$ cat src/rtl/alu_pkg.sv
// Shared widths, opcode encodings and FSM state type for the ALU sequencer
// and its multiplier.
package alu_pkg;
   localparam int DATA_WIDTH     = 12;
   localparam int OPERATION_SIZE = 2;
   localparam int FIFO_IN_WIDTH  = 26;
   localparam int FIFO_OUT_WIDTH = 25;

   localparam logic [1:0] OP_ADD = 2'b01;
   localparam logic [1:0] OP_MUL = 2'b10;

   typedef enum logic [2:0] {IDLE, POP, LOAD, EXEC, PUSH} state_t;
endpackage

$ cat src/rtl/shift_add_mul.sv
// Sequential unsigned shift-add multiplier: one multiplier bit per cycle,
// WIDTH cycles after a start pulse. done flags the final step.
module shift_add_mul #(
   parameter int WIDTH = 12
) (
   input  logic               clk,
   input  logic               rst_n,
   input  logic               start,
   input  logic [WIDTH-1:0]   a,
   input  logic [WIDTH-1:0]   b,
   output logic               done,
   output logic [2*WIDTH-1:0] product
);
   localparam int CW = $clog2(WIDTH + 1);

   logic [2*WIDTH-1:0] mcand_reg;
   logic [2*WIDTH-1:0] acc_reg;
   logic [2*WIDTH-1:0] acc_next;
   logic [WIDTH-1:0]   mplier_reg;
   logic [CW-1:0]      count_reg;

   assign acc_next = acc_reg + (mplier_reg[0] ? mcand_reg : '0);

   always_ff @(posedge clk or negedge rst_n) begin
      if (!rst_n) begin
         mcand_reg  <= '0;
         acc_reg    <= '0;
         mplier_reg <= '0;
         count_reg  <= '0;
      end else if (start) begin
         mcand_reg  <= {{WIDTH{1'b0}}, a};
         acc_reg    <= '0;
         mplier_reg <= b;
         count_reg  <= CW'(WIDTH);
      end else if (count_reg != '0) begin
         acc_reg    <= acc_next;
         mcand_reg  <= mcand_reg << 1;
         mplier_reg <= mplier_reg >> 1;
         count_reg  <= count_reg - 1'b1;
      end
   end

   // The last step's sum is exposed directly so the caller can latch it
   // on the same edge the step would have completed.
   assign done    = (count_reg == CW'(1));
   assign product = acc_next;
endmodule

$ cat src/rtl/alu_sequencer.sv
// Pops {op, data0, data1} from an input FIFO, runs add/mul, and pushes
// {err, value} to an output FIFO, counting completed results.
module alu_sequencer
   import alu_pkg::*;
#(
   parameter int DATA_WIDTH     = alu_pkg::DATA_WIDTH,
   parameter int OPERATION_SIZE = alu_pkg::OPERATION_SIZE,
   parameter int FIFO_IN_WIDTH  = alu_pkg::FIFO_IN_WIDTH,
   parameter int FIFO_OUT_WIDTH = alu_pkg::FIFO_OUT_WIDTH
) (
   input  logic                      clk,
   input  logic                      rst_n,
   input  logic                      empty_in,
   input  logic [FIFO_IN_WIDTH-1:0]  rdata_in,
   output logic                      r_en_in,
   input  logic                      full_out,
   output logic                      w_en_out,
   output logic [FIFO_OUT_WIDTH-1:0] wdata_out,
   output logic                      busy,
   output logic [7:0]                done_count
);
   localparam int VALUE_WIDTH = FIFO_OUT_WIDTH - 1;

   state_t                    state_reg, state_next;
   logic [OPERATION_SIZE-1:0] op_reg;
   logic [DATA_WIDTH-1:0]     data0_reg, data1_reg;
   logic [FIFO_OUT_WIDTH-1:0] result_reg;
   logic [7:0]                done_count_reg;

   logic [OPERATION_SIZE-1:0] in_op;
   logic [DATA_WIDTH-1:0]     in_data0, in_data1;
   logic [DATA_WIDTH:0]       sum;
   logic                      mul_start, mul_done;
   logic [2*DATA_WIDTH-1:0]   product;

   assign in_op    = rdata_in[FIFO_IN_WIDTH-1 -: OPERATION_SIZE];
   assign in_data0 = rdata_in[2*DATA_WIDTH-1 -: DATA_WIDTH];
   assign in_data1 = rdata_in[DATA_WIDTH-1:0];
   assign sum      = {1'b0, data0_reg} + {1'b0, data1_reg};

   // Multiplier operands come straight off the FIFO so stepping starts in
   // the first EXEC cycle.
   shift_add_mul #(.WIDTH(DATA_WIDTH)) u_mul (
      .clk     (clk),
      .rst_n   (rst_n),
      .start   (mul_start),
      .a       (in_data0),
      .b       (in_data1),
      .done    (mul_done),
      .product (product)
   );

   always_ff @(posedge clk or negedge rst_n) begin
      if (!rst_n) state_reg <= IDLE;
      else        state_reg <= state_next;
   end

   always_comb begin
      state_next = state_reg;
      mul_start  = 1'b0;
      case (state_reg)
         IDLE: if (!empty_in) state_next = POP;
         POP:  state_next = LOAD;
         LOAD: begin
            if (in_op == OP_ADD) begin
               state_next = EXEC;
            end else if (in_op == OP_MUL) begin
               state_next = EXEC;
               mul_start  = 1'b1;
            end else begin
               state_next = PUSH;
            end
         end
         EXEC: if (op_reg == OP_ADD || mul_done) state_next = PUSH;
         PUSH: if (!full_out) state_next = IDLE;
         default: state_next = IDLE;
      endcase
   end

   always_ff @(posedge clk or negedge rst_n) begin
      if (!rst_n) begin
         op_reg         <= '0;
         data0_reg      <= '0;
         data1_reg      <= '0;
         result_reg     <= '0;
         done_count_reg <= '0;
      end else begin
         if (state_reg == LOAD) begin
            op_reg    <= in_op;
            data0_reg <= in_data0;
            data1_reg <= in_data1;
            if (in_op != OP_ADD && in_op != OP_MUL)
               result_reg <= {1'b1, {VALUE_WIDTH{1'b0}}};
         end
         if (state_reg == EXEC) begin
            if (op_reg == OP_ADD)
               result_reg <= {1'b0, VALUE_WIDTH'(sum)};
            else if (mul_done)
               result_reg <= {1'b0, VALUE_WIDTH'(product)};
         end
         if (w_en_out) done_count_reg <= done_count_reg + 8'd1;
      end
   end

   assign r_en_in    = (state_reg == POP);
   assign w_en_out   = (state_reg == PUSH) && !full_out;
   assign busy       = (state_reg != IDLE);
   assign wdata_out  = result_reg;
   assign done_count = done_count_reg;
endmodule

$ cat config.mk
export PLATFORM = sky130hd
export DESIGN_NAME = alu_sequencer
export DESIGN_NICKNAME = d
export VERILOG_FILES = /design/src/rtl/alu_pkg.sv /design/src/rtl/shift_add_mul.sv /design/src/rtl/alu_sequencer.sv
export SDC_FILE = /design/constraint.sdc
export NUM_CORES = 1
export LEC_CHECK = 0
export ABC_AREA = 1
export BUFFER_PORTS_ARGS = -buffer_cell sky130_fd_sc_hd__buf_2
export CORE_MARGIN = 1.5
export CORE_UTILIZATION = 25
export CTS_BUF_LIST = sky130_fd_sc_hd__clkbuf_16
export DETAILED_ROUTE_END_ITERATION = 10
export PLACE_DENSITY = 0.44
export SLEW_MARGIN = 0
export SYNTH_ARGS = -nofsm -noshare
export SYNTH_HDL_FRONTEND = slang
export SYNTH_SLANG_ARGS = --single-unit
$ cat constraint.sdc
create_clock -name clk -period 2.15 [get_ports clk]
set_input_delay 0.3225 -clock clk [delete_from_list [all_inputs] [get_ports clk]]
set_output_delay 0.3225 -clock clk [all_outputs]
set_load 0.02 [all_outputs]
## Word level (Yosys, flattened, before mapping)

Cells that the tools add are included.

- Add/subtract/negate cells: 4
- Equality and inequality tests: 13
- Multiplexer cells: 23
- Reductions and logical operators: 9

Operators by type and width:

| kind | number |
|---|---|
| 25-bit 2-to-1 mux | 5 |
| 24-bit 2-to-1 mux | 5 |
| 24-bit adder | 1 |
| 12-bit 2-to-1 mux | 2 |
| 3-bit 2-to-1 mux | 5 |
| 3-bit case mux with 5 select lines | 1 |
| 12-bit by 12-bit adder with 13-bit output | 1 |
| 8-bit by 1-bit adder with 8-bit output, second input constant | 1 |
| 4-bit 2-to-1 mux | 2 |
| 2-bit inequality test, second input constant | 4 |
| 3-bit by 2-bit == test with 1-bit output, second input constant | 2 |
| 2-bit by 1-bit == test with 1-bit output, second input constant | 2 |
| 4-bit by 1-bit == test with 1-bit output, second input constant | 1 |
| 4-bit nonzero test | 1 |
| 4-bit by 1-bit subtractor with 4-bit output, second input constant | 1 |
| 3-bit by 1-bit == test with 1-bit output, second input constant | 1 |
| 3-bit == test, second input constant | 1 |
| 3-bit logical NOT | 1 |
| 1-bit 2-to-1 mux | 3 |
| 3-bit AND reduction | 1 |
| 3-bit nonzero test | 1 |
| 2-bit == test, second input constant | 1 |
| 1-bit logical AND | 2 |
| 2-bit by 1-bit inequality test with 1-bit output, second input constant | 1 |
| other kinds (3) | 3 |

- Bits in registers: 126
- Output and inout bits: 36
- Word-level logic and storage cells: 59

## Depth between registers and ports, before layout

- Depth after elaboration: 7
- Depth in mapped cells: 17
- Gate-level depth less buffers: 15

## Hierarchy

A second synthesis with hierarchy kept.

- Cell total of the unflattened synthesis: 1079
- Area total of the unflattened synthesis: 7883.8 um^2

By module, submodules not included:

| module | instances | cells an instance | area each (um^2) |
|---|---|---|---|
| shift_add_mul | 1 | 682 | 4629.4 |
| alu_sequencer | 1 | 397 | 3254.4 |

## Least setup slack after synthesis

OpenSTA, ideal clock, no wires.

- Path type: flip-flop to flip-flop
- From: register u_mul.mplier_reg[0]
- To: register result_reg[16], in the netlist wdata_out[16]
- Arrival: 2.017 ns
- Setup slack: -0.003 ns
- Stages on the path, launching flop included: 16
- Period minus slack after synthesis: 2.153 ns
- Cells stage by stage: dfrtp_1 > clkbuf_1 > clkbuf_1 > nand2_1 > inv_1 > ha_1 > nand2_1 > inv_1 > a21oi_1 > nor2_1 > nor2_1 > nand2_1 > nand2_1 > nand3_1 > nand2_1 > o21ai_0

- Cells in the longest elaborated chain, start to end: 5

RTL lines:

| element | RTL line | source |
|---|---|---|
| from (decl) | shift_add_mul.sv:19 | `logic [WIDTH-1:0] mplier_reg;` |
| from (signal assigned) | shift_add_mul.sv:38 | `mplier_reg <= mplier_reg >> 1;` |
| 24-bit 2-to-1 mux | shift_add_mul.sv:22 | `assign acc_next = acc_reg + (mplier_reg[0] ? mcand_reg : '0);` |
| 24-bit adder | shift_add_mul.sv:22 |  |
| 25-bit 2-to-1 mux | alu_sequencer.sv:98 | `else if (mul_done)` |
| 25-bit 2-to-1 mux | alu_sequencer.sv:96 | `if (op_reg == OP_ADD)` |
| 25-bit 2-to-1 mux | alu_sequencer.sv:95 | `if (state_reg == EXEC) begin` |
| to (signal assigned) | alu_sequencer.sv:93 | `result_reg <= {1'b1, {VALUE_WIDTH{1'b0}}};` |
| to (signal assigned) | alu_sequencer.sv:97 | `result_reg <= {1'b0, VALUE_WIDTH'(sum)};` |
| to (signal assigned) | alu_sequencer.sv:99 | `result_reg <= {1'b0, VALUE_WIDTH'(product)};` |
| to (decl) | alu_sequencer.sv:27 | `logic [FIFO_OUT_WIDTH-1:0] result_reg;` |

Every way passes these cells.
A chain may end at the register's enable or synchronous reset.

## Worst setup path in the final report

- From: register u_mul.mplier_reg[0]
- To: register result_reg[18], in the netlist wdata_out[18]

Same word-level chain as after synthesis.

==> metrics.txt <==
maximum VDD drop=0.7135 mV; synth unique cells=40; R2R depth=13; violated checks=DRC; Synth Cell Area=7850 sq um; DP Worst Slack=-0.1858 ns; Fin. Hold Viols=0; H-tree depth=4; num rows=64; Yosys warning count=0; CP arrival=about 2.4 ns; post-synthesis sequential area ratio=0.4017; grt ovf=0; CTS Buf Count=17; Critical R2R Capture=wdata_out[18]; Die Y=180.2 um; Root Buffer=clkbuf_16; CP Launch Point=u_mul.mplier_reg[0]; Crit Path Class=flop to flop; drt drc=2; nets=between 1000 and 1500; Fill cells=3305; largest area contributor in the netlist=dfrtp_1; Num Clock Sinks=126; flop2flop setup slack=0.06 ns; clock skew=between 0.01 and 0.015 ns; detailed-route via count=7269; status=finished with violations; CORE AREA=about 31000 sq um; Worst-Margin Slew=between 0.5 and 0.6 ns; Slew Limit Fails=0; PnR Total Power=0.01954 W; relative slew slack=0.6271; synthesized area per cell=between 7 and 8 sq um; drt total wl=24.45 mm; Seq cells post-synth=126; number of flip-flops in the largest register=25; slack of the critical path=0.05978 ns; number of routed nets with antenna violations=0; I/O Buffers=65; post-synth top area share=0.4017; Cells after Synth=1088; Synth top cells by count=nand2_1, inv_1, dfrtp_1; 1st-pass router iterations=9; vias in the first global route=7173; Clk Latency, worst-skew pair=0.44 ns; Max clock buf depth=2; asr flop ratio synth=1.000; unrepaired setup endpoints after global routing=yes; initial antenna violation count=1; initial drt markers=~470; diode count=0; Leak=5.504 nW; Area after DPL=9115 sq um; HP Start=rdata_in[8]; setup violators final=0; Startpoint Class=flop; top_reg_cell synth=dfrtp_1; period utilisation layout=0.9722; number of synthesized flops with an enable pin=0; Final HPWL DP=18.69 mm; first-pass GRT wire length=approximately 40 mm; achievable clock frequency=~480 MHz; CTS tree=done; die area=32470 sq um; GRT Overall Usage=0.1555; Clock transition at path regs=0.07 ns; Routed wire per std cell=roughly 15 um; Max Cap Violations=0; pin count of the biggest net entering global routing=55; PD cells=1887 nW/um^2; CP Max Fanout=21; I/O pins=66; Via-to-Cell Ratio=4.465; final design instance area without fill=10360 sq um; Synth area leaders=dfrtp_1, nand2_1, inv_1; Mapped Nets=around 1200; most common cell in the netlist=nand2_1; die width=180.2 um; CP endpoint kind=flop; minimum clock period=2.090 ns; Worst Hold Class=input pin to flop; R2R Path Start=u_mul.mplier_reg[0]; Starting Density=0.2553; Req. time, crit path=roughly 2.5 ns; share of layout cells above drive strength 1=0.2411; Worst Hold Path EP=data1_reg[8]; synth-to-layout area growth=31.93%; routability cong.=between 0.8 and 0.9; Hold Path Stages=2
layer usage:
metal / part of all wire / GRT usage
met1: 0.52 / 0.2243
met2: 0.44 / 0.2384
met3: 0.030 / 0.02567
met4: 0.010 / 0.04370
met5: 0.00041 / 0
cells by family (layout without fill, tap and decap cells):
group	after synthesis	after routing	share of synthesized area
compound gates	137	137	0.1018
xor+xnor	18	18	0.02008
fa+ha+maj	42	42	0.06886
buf+inv	208	352	0.1025
flops	126	126	0.4017
mux	11	11	0.01578
simple gates	546	546	0.2893
layout by cell type, fill, tap and decap left out, types with 11 or more instances in the layout:
| master | count |
|---|---|
| clkbuf_16 | 17 |
| o22ai_1 | 21 |
| nand2_1 | 345 |
| ha_4 | 17 |
| nand3_1 | 59 |
| inv_1 | 170 |
| buf_4 | 69 |
| nand2_2 | 22 |
| a21oi_1 | 38 |
| ha_1 | 22 |
| nand4_1 | 13 |
| buf_2 | 64 |
| nor2_2 | 12 |
| nor2_1 | 48 |
| dfrtp_1 | 125 |
| nor2_4 | 11 |
| o21ai_0 | 33 |
| nand3_2 | 12 |
| mux2_2 | 11 |
cell type report:
cell class,instances,area [sq um],area share
Multi-Input combinational cell,754,4487,0.4332
Sequential cell,126,3154,0.3046
Inverter,181,679.4,0.06560
Timing Repair Buffer,139,930.9,0.08989
Clock buffer,17,425.4,0.04108
Clock inverter,15,183.9,0.01776
Tap cell,396,495.5,0.04784
report_power, final:
group | switching [W] | internal, W
logic | 0.00713 | 0.00504
registers | 0.000807 | 0.00347
clock network | 0.00125 | 0.00185
total | 0.00918 | 0.0104
timing repair:
action                                 4_1_cts  5_1_grt
hold buffers                                 1        0
buffers inserted                             0        3
pin swaps                                    4       17
resized for setup                           36       92
endpoints found under the hold margin       50        0
setup endpoints to repair                   29       39
per-stage QoR:
step | util | std cells | hold WS (ns) | TNS [ns]
3_5_place_dp | 0.2964 | 1592 | 0.3349 | -1.585
5_1_grt | 0.3368 | 1628 | 0.1272 | -1.181
3_3_place_gp | 0.2964 | 1592 | 0.3351 | -1.185
4_1_cts | 0.3235 | 1625 | 0.1125 | -0.1257
6_report | 0.3368 | 1628 | 0.1296 | 0
2_1_floorplan | - | 1088 | 0.02691 | 0
how the worst max path moves through the flow:
stage / end / slack (ns)
floorplan: wdata_out[6] / 0.07
global placement: wdata_out[18] / -0.18
detailed placement: wdata_out[18] / -0.19
CTS: wdata_out[5] / -0.04
global route: wdata_out[20] / -0.12
finish: wdata_out[18] / 0.06
critical path, cell delays in order (launching register included):
cell and delay [ns]:
dfrtp_2 0.44, buf_12 0.16, nand2_1 0.08, inv_1 0.08
ha_4 0.30, nand2_1 0.07, nor2_1 0.14, inv_1 0.08
nor2_1 0.21, nor2_2 0.06, nand3_1 0.10, nand3_1 0.12
nand2_1 0.08, nand2_1 0.04
Note: power is estimated with default switching activity, not from simulation.
